**src/rtl/param_queue.sv**
```systemverilog
// ============================================================================
// Module   : param_queue
// Brief    : Synchronous FIFO with wrap-bit pointers, registered read data and
//            level flags. Optional macro QUEUE_ERR_FLAGS_EN adds sticky
//            overflow/underflow outputs.
// Revision : 1.0 - initial release
// ============================================================================
`default_nettype none

module param_queue #(
  parameter int DATA_W = 8,
  parameter int ADDR_W = 3,
  parameter int AF_LVL = 6,
  parameter int AE_LVL = 2
) (
  input  logic              clk,
  input  logic              rst,
  input  logic              wr_en,
  input  logic [DATA_W-1:0] din,
  input  logic              rd_en,
  output logic [DATA_W-1:0] dout,
  output logic              full,
  output logic              empty,
  output logic              almost_full,
  output logic              almost_empty,
`ifdef QUEUE_ERR_FLAGS_EN
  output logic              overflow,
  output logic              underflow,
`endif
  output logic [ADDR_W:0]   count
);

  localparam int             c_DEPTH  = 2**ADDR_W;
  localparam logic [ADDR_W:0] c_AF_LVL = AF_LVL[ADDR_W:0];
  localparam logic [ADDR_W:0] c_AE_LVL = AE_LVL[ADDR_W:0];
  localparam logic [ADDR_W:0] c_ONE    = {{ADDR_W{1'b0}}, 1'b1};

  logic [DATA_W-1:0] r_mem [c_DEPTH];
  logic [ADDR_W:0]   r_head;
  logic [ADDR_W:0]   r_tail;
  logic [ADDR_W:0]   r_count;
  logic [DATA_W-1:0] r_dout;

  logic w_empty;
  logic w_full;
  logic w_wr_acc;
  logic w_rd_acc;

  assign w_empty = (r_head == r_tail);
  assign w_full  = (r_head[ADDR_W-1:0] == r_tail[ADDR_W-1:0]) &&
                   (r_head[ADDR_W] != r_tail[ADDR_W]);

  // When full, a concurrent read frees the slot the write is about to fill.
  assign w_wr_acc = wr_en && (!w_full || rd_en);
  assign w_rd_acc = rd_en && !w_empty;

  always_ff @(posedge clk) begin
    if (w_wr_acc && !rst) begin
      r_mem[r_tail[ADDR_W-1:0]] <= din;
    end
  end

  always_ff @(posedge clk) begin
    if (rst) begin
      r_head  <= '0;
      r_tail  <= '0;
      r_count <= '0;
      r_dout  <= '0;
    end else begin
      if (w_wr_acc) begin
        r_tail <= r_tail + c_ONE;
      end
      if (w_rd_acc) begin
        r_head <= r_head + c_ONE;
        r_dout <= r_mem[r_head[ADDR_W-1:0]];
      end
      case ({w_wr_acc, w_rd_acc})
        2'b10:   r_count <= r_count + c_ONE;
        2'b01:   r_count <= r_count - c_ONE;
        default: r_count <= r_count;
      endcase
    end
  end

`ifdef QUEUE_ERR_FLAGS_EN
  logic r_overflow;
  logic r_underflow;

  always_ff @(posedge clk) begin
    if (rst) begin
      r_overflow  <= 1'b0;
      r_underflow <= 1'b0;
    end else begin
      if (wr_en && w_full && !rd_en) begin
        r_overflow <= 1'b1;
      end
      if (rd_en && w_empty) begin
        r_underflow <= 1'b1;
      end
    end
  end

  assign overflow  = r_overflow;
  assign underflow = r_underflow;
`endif

  assign dout         = r_dout;
  assign full         = w_full;
  assign empty        = w_empty;
  assign count        = r_count;
  assign almost_full  = (r_count >= c_AF_LVL);
  assign almost_empty = (r_count <= c_AE_LVL);

endmodule

`default_nettype wire

```
**config.mk**
```make
export PLATFORM = sky130hd
export DESIGN_NAME = param_queue
export DESIGN_NICKNAME = d
export VERILOG_FILES = /design/src/rtl/param_queue.sv
export SDC_FILE = /design/constraint.sdc
export NUM_CORES = 1
export LEC_CHECK = 0
export CORE_MARGIN = 2
export CORE_UTILIZATION = 39
export DETAILED_ROUTE_END_ITERATION = 10
export DONT_BUFFER_PORTS = 1
export PLACE_DENSITY = 0.54
export SLEW_MARGIN = 40
export SYNTH_ARGS = -nofsm -noshare
export SYNTH_HDL_FRONTEND = slang
export SYNTH_SLANG_ARGS = --single-unit
```
**constraint.sdc**
```tcl
create_clock -name clk -period 3.63 [get_ports clk]
set_input_delay 0.726 -clock clk [delete_from_list [all_inputs] [get_ports clk]]
set_output_delay 0.726 -clock clk [all_outputs]
set_load 0.005 [all_outputs]
```
==> flow_metrics.py, run 1 <==
metrics = {
    "outcome": {
        "status": "finished, final reports clean",
    },
    "cells_and_area": {
        "antennaDiodeCount": 0,
        "drive_gt1_share_pct": 20.0,
        "finalNonFillerCells": 348,
        "area_growth_pct": 11.9,
        "final_core_util_pct": 45.0,
        "fillers": 786,
        "final_nets": 253,
    },
    "cts": {
        "htreeDepth": 3,
        "cts_root_buf": "clkbuf_8",
        "insertion_delay_ns": 0.35,
        "path_clk_slew_ns": 0.08,
        "cts_tree": "built",
        "post-cts-setup-buffers": 0,
        "cts_sinks": 84,
        "cts_resized": 0,
        "clockBufferDepth": 2,
        "cts_hold_buf": 0,
        "numCtsBuffers": 9,
    },
    "route": {
        "finalWirelength_um": 6890,
        "first_pass_iters": 5,
        "antenna_left": 0,
        "wl_per_cell_um": 19.8,
        "vias": 1939,
        "drc": 0,
        "routed_via_density": 5.57,
        "drt_iter0_markers": 105,
    },
    "grt": {
        "grt_pass1_vias": 1975,
        "met3_usage_pct": 3.55,
        "grt_pass1_wl_um": 11000,
        "grt-ovfl-total": 0,
        "grt_max_degree": 28,
        "gr-usage-met1_pct": 21.0,
        "antenna_found_initial": 0,
        "globalRouteMet2Util_pct": 22.8,
        "grt.total_usage_pct": 15.2,
        "grt_busiest_layer": "met2",
    },
    "logic_synthesis": {
        "synth_async_sr_flop_share_pct": 0,
        "synth.yosys.seq_area_share_pct": 65.9,
        "synth_fp_nets": 244,
        "netlist_area_sq_mm": 0.00353,
        "ys_top_cells_by_area": "edfxtp_1, dfxtp_1, mux4_2, mux2i_1, o2bb2ai_1",
        "synth.top_cell.area_share_pct": 54.5,
        "synth_flop_cell": "edfxtp_1",
        "yosys_warnings": 0,
        "synth-edff-count": 64,
        "synth.most_common_cell": "edfxtp_1",
        "syn_inst": 226,
        "yosys-top-cells-count": "edfxtp_1, dfxtp_1, mux4_2",
        "avgSynthCellArea_sq_um": 15.6,
        "yosys.area.top_type": "edfxtp_1",
        "ys_ff_latch": 84,
        "yosysUniqueCellTypes": 44,
    },
    "die": {
        "dieArea_sq_mm": 0.00982,
        "fp.coreArea_sq_mm": 0.00876,
        "placement_rows": 34,
        "start_util_pct": 40.2,
        "die_w_um": 99.1,
        "die_h_um": 99.1,
        "pin_count": 28,
    },
    "setup_path": {
        "r2r_end": "count[3]$_SDFFE_PP0P_",
        "reg2reg_from": "r_tail[1]$_SDFFE_PP0P_",
        "crit_required_ns": 3.91,
        "startpoint": "r_tail[1]$_SDFFE_PP0P_",
        "arrival_ns": 3.32,
        "r2r_cells": 9,
        "crit_path_end": "count[3]$_SDFFE_PP0P_",
        "crit_path_frequent_cell": "a21oi_1",
        "worstPathMaxFanout": 9,
        "cp-end-kind": "flop",
        "critPathLaunchType": "flop",
        "cp_slowest_stage_delay_ns": 0.71,
        "cp_slowest_cell": "or4_1",
        "r2r_slack_ns": 0.59,
        "criticalPathCategory": "reg -> reg",
        "crit_chain": "xor2_1 > or4_1 > o21ai_1 > ha_1 > ha_1 > a21oi_1 > a21oi_1 > or4_1 > a21oi_1",
    },
    "sta": {
        "fin_skew_ns": 0.00963,
        "slew-limit-headroom_pct": 61.0,
        "tns_ns": 0,
        "worst_pin_slew_ns": 0.585,
        "setup_viol": 0,
        "finalHoldViolCount": 0,
        "fmax_mhz": 329,
        "period_share_pct": 83.7,
        "rsz0062_at_grt": "no",
        "drv_slew": 0,
        "min_period_ns": 3.04,
    },
    "placed_design": {
        "dpl.cell_count": 332,
        "gp_congestion": 0.776,
        "io_buffers": 0,
        "dp_hpwl_um": 4100,
    },
    "pwr": {
        "power_density_mw_per_mm2": 591,
        "p_leak_nw": 1.31,
        "peakVddDrop_v": 0.000267,
    },
    "worst_hold_path": {
        "min_path_type": "in -> reg",
    },
    "job": {
        "cap_violations": 0,
    },
}
layer usage:
metal	up-vias	part of all wire, %
met5	-	0
met4	0	1.9
met3	10	4.3
met2	32	47
met1	988	47
li1	909	-
metrics by stage:
step           hold WS (ns)  area (sq um)  worst slack [ns]  power [W]
2_1_floorplan         0.456          3530             0.681    0.00147
3_3_place_gp          0.483          3700             0.676    0.00157
3_5_place_dp          0.485          3710             0.600    0.00157
4_1_cts               0.414          3950             0.591    0.00236
5_1_grt               0.419          3950             0.355    0.00245
6_report              0.441          3950             0.591    0.00233
critical path, delay by kind of cell (launching register included):
family,cells,cell delay [ns]
compound gates,4,0.66
xor+xnor,1,0.14
fa+ha+maj,2,0.52
flops,1,0.49
simple gates,2,1.17
cell type report:
class	instances	area, sq um	area share (%)
clock inverter	5	108	2.73
timing repair buffer	12	90.1	2.28
inverter	10	37.5	0.951
sequential	84	2320	58.8
clock buffer	11	131	3.33
multi-input combinational	118	1120	28.4
tap	108	135	3.42
cells by family after synthesis:
group / after synthesis / share of synthesized area (%)
AO/OA/AOI/OAI: 31 / 6.25
XOR/XNOR: 8 / 1.99
adder cells (fa/ha/maj): 6 / 2.34
buffers and inverters: 24 / 2.91
flip-flops: 84 / 65.9
multiplexers: 25 / 12.8
AND/OR/NAND/NOR: 48 / 7.88
power by group:
group | leakage [nW] | internal, W | total, W | switching [W]
registers | 0.742 | 0.00110 | 0.00117 | 0.0000654
logic | 0.448 | 0.000170 | 0.000378 | 0.000208
clock network | 0.118 | 0.000462 | 0.000787 | 0.000325
total | 1.31 | 0.00173 | 0.00233 | 0.000599
worst min path at each step:
stage                    startpoint                     to  slack (ns)  depth (start not counted)
2_1_floorplan  dout[0]$_SDFFE_PP0P_   dout[0]$_SDFFE_PP0P_        0.46                          1
3_3_place_gp   dout[2]$_SDFFE_PP0P_   dout[2]$_SDFFE_PP0P_        0.48                          1
3_5_place_dp   dout[7]$_SDFFE_PP0P_   dout[7]$_SDFFE_PP0P_        0.48                          1
4_1_cts                         rst  count[3]$_SDFFE_PP0P_        0.41                          1
5_1_grt                         rst  count[3]$_SDFFE_PP0P_        0.42                          1
6_report                        rst  count[3]$_SDFFE_PP0P_        0.44                          1
placed cells by master, fill, tap and decap left out, types with 3 or more instances in the layout:
master / n
nor3_1: 5
edfxtp_1: 64
mux4_2: 16
nand3_1: 7
dfxtp_1: 20
ha_1: 5
mux2i_1: 9
nor2_1: 7
o2bb2ai_1: 8
nand2_1: 5
xor2_1: 7
a21oi_1: 8
buf_4: 12
or4_1: 5
bufinv_16: 3
inv_1: 10
nor4_2: 3
clkbuf_8: 9
registers in the layout, summed over array words and instances, names as in the netlist:
| register | cells |
|---|---|
| r_mem | 64 |
| dout | 8 |
| count | 4 |
| r_head | 4 |
| r_tail | 4 |
Power figures use the tool's default switching activity.
==> run 2, diff against run 1 <==
clock period = 3.14 ns   (was 3.63 ns; I/O delays follow)
==> flow_metrics.py, run 2 (same netlist as run 1, synthesis figures left out) <==
metrics = {
    "cts": {
        "cts_tree": "built",
        "cts_hold_buf": 0,
        "post-cts-setup-buffers": 0,
        "insertion_delay_ns": 0.35,
        "path_clk_slew_ns": 0.09,
        "cts_root_buf": "clkbuf_8",
        "clockBufferDepth": 2,
        "numCtsBuffers": 9,
        "cts_resized": 0,
        "cts_sinks": 84,
        "htreeDepth": 3,
    },
    "sta": {
        "slew-limit-headroom_pct": 62.0,
        "period_share_pct": 89.2,
        "worst_pin_slew_ns": 0.570,
        "min_period_ns": 2.80,
        "setup_viol": 0,
        "rsz0062_at_grt": "no",
        "drv_slew": 0,
        "fin_skew_ns": 0.0117,
        "finalHoldViolCount": 0,
        "fmax_mhz": 357,
        "tns_ns": 0,
    },
    "grt": {
        "grt_busiest_layer": "met2",
        "grt.total_usage_pct": 15.0,
        "grt-ovfl-total": 0,
        "grt_max_degree": 28,
        "gr-usage-met1_pct": 20.1,
        "grt_pass1_wl_um": 11000,
        "globalRouteMet2Util_pct": 23.7,
        "met3_usage_pct": 4.54,
        "grt_pass1_vias": 1967,
        "antenna_found_initial": 0,
    },
    "cells_and_area": {
        "finalNonFillerCells": 349,
        "final_nets": 255,
        "area_growth_pct": 10.7,
        "largest_reg_flops": 64,
        "mostFrequentLayoutCell": "edfxtp_1",
        "final_cell_mix": "edfxtp_1, dfxtp_1, mux4_2",
        "antennaDiodeCount": 0,
        "drive_gt1_share_pct": 20.7,
    },
    "job": {
        "cap_violations": 0,
    },
    "route": {
        "vias": 1931,
        "antenna_left": 0,
        "wl_per_cell_um": 19.6,
        "drc": 0,
        "drt_iter0_markers": 118,
        "routed_via_density": 5.53,
        "first_pass_iters": 4,
        "finalWirelength_um": 6830,
    },
    "placed_design": {
        "gp_congestion": 0.734,
        "dpl.cell_count": 334,
        "io_buffers": 0,
        "dp_hpwl_um": 4240,
    },
    "die": {
        "die_h_um": 99.1,
        "dieArea_sq_mm": 0.00982,
        "placement_rows": 34,
        "fp.coreArea_sq_mm": 0.00876,
        "start_util_pct": 40.2,
        "pin_count": 28,
        "die_w_um": 99.1,
    },
    "setup_path": {
        "crit_required_ns": 3.43,
        "crit_family": "simple AND/OR/NAND/NOR gates",
        "cp-end-kind": "flop",
        "criticalPathCategory": "reg -> reg",
        "worstPathMaxFanout": 7,
        "critPathLaunchType": "flop",
        "arrival_ns": 3.09,
        "crit_path_frequent_cell": "a21oi_1",
        "crit_chain": "xor2_1 > or4_1 > o21ai_1 > ha_1 > ha_1 > a21oi_1 > a21oi_1 > or4_1 > a21oi_1",
        "cp_num_buf_inv": 0,
        "cp_slowest_stage_delay_ns": 0.54,
        "cp_slowest_cell": "or4_1",
    },
    "pwr": {
        "power.total_w": 0.00252,
        "power_density_mw_per_mm2": 645,
        "peakVddDrop_v": 0.000297,
        "p_leak_nw": 1.29,
    },
    "outcome": {
        "status": "finished, final reports clean",
    },
    "worst_hold_path": {
        "min_path_type": "in -> reg",
    },
}
-- run 2: area by class of cell --
cell class / instances / area, sq um
Clock buffer: 10 / 128
Fill cell: 763 / 4860
Tap cell: 108 / 135
Multi-Input combinational cell: 118 / 1120
Sequential cell: 84 / 2320
Timing Repair Buffer: 14 / 105
Clock inverter: 5 / 53.8
Inverter: 10 / 37.5
-- run 2: stage by stage --
step / area (sq um) / util [%] / hold WS [ns] / setup WS, ns
after floorplan: 3530 / - / 0.456 / 0.191
after global placement: 3720 / 42.4 / 0.483 / 0.426
after detailed placement: 3720 / 42.5 / 0.482 / 0.365
after CTS: 3900 / 44.5 / 0.326 / 0.343
after global routing: 3900 / 44.5 / 0.317 / 0.130
final: 3900 / 44.5 / 0.341 / 0.339
-- run 2: path summary, 6_finish.rpt --
check | slack (ns) | to | depth (start not counted) | startpoint
max | 0.34 | count[3]$_SDFFE_PP0P_ | 9 | r_tail[0]$_SDFFE_PP0P_
min | 0.34 | count[3]$_SDFFE_PP0P_ | 1 | rst
max reg2reg | 0.34 | count[3]$_SDFFE_PP0P_ | 9 | r_tail[0]$_SDFFE_PP0P_
min reg2reg | 0.49 | dout[7]$_SDFFE_PP0P_ | 1 | dout[7]$_SDFFE_PP0P_
-- run 2: power breakdown --
part	total [W]	leakage [nW]	internal (W)	switching, W
registers	0.00134	0.742	0.00127	0.0000702
clock network	0.000734	0.0959	0.000361	0.000373
logic	0.000444	0.457	0.000199	0.000244
total	0.00252	1.29	0.00183	0.000688
-- run 2: per-layer routing --
| layer | routed length, um | vias up |
|---|---|---|
| met5 | 0 | - |
| met4 | 93 | 0 |
| met3 | 329 | 9 |
| met2 | 3340 | 29 |
| met1 | 3060 | 986 |
| li1 | - | 907 |
==> run 3, diff against run 2 <==
TNS_END_PERCENT = 20   (was default)
==> results of run 3 <==
Final layout, timing and power as in run 2 (identical DEF).
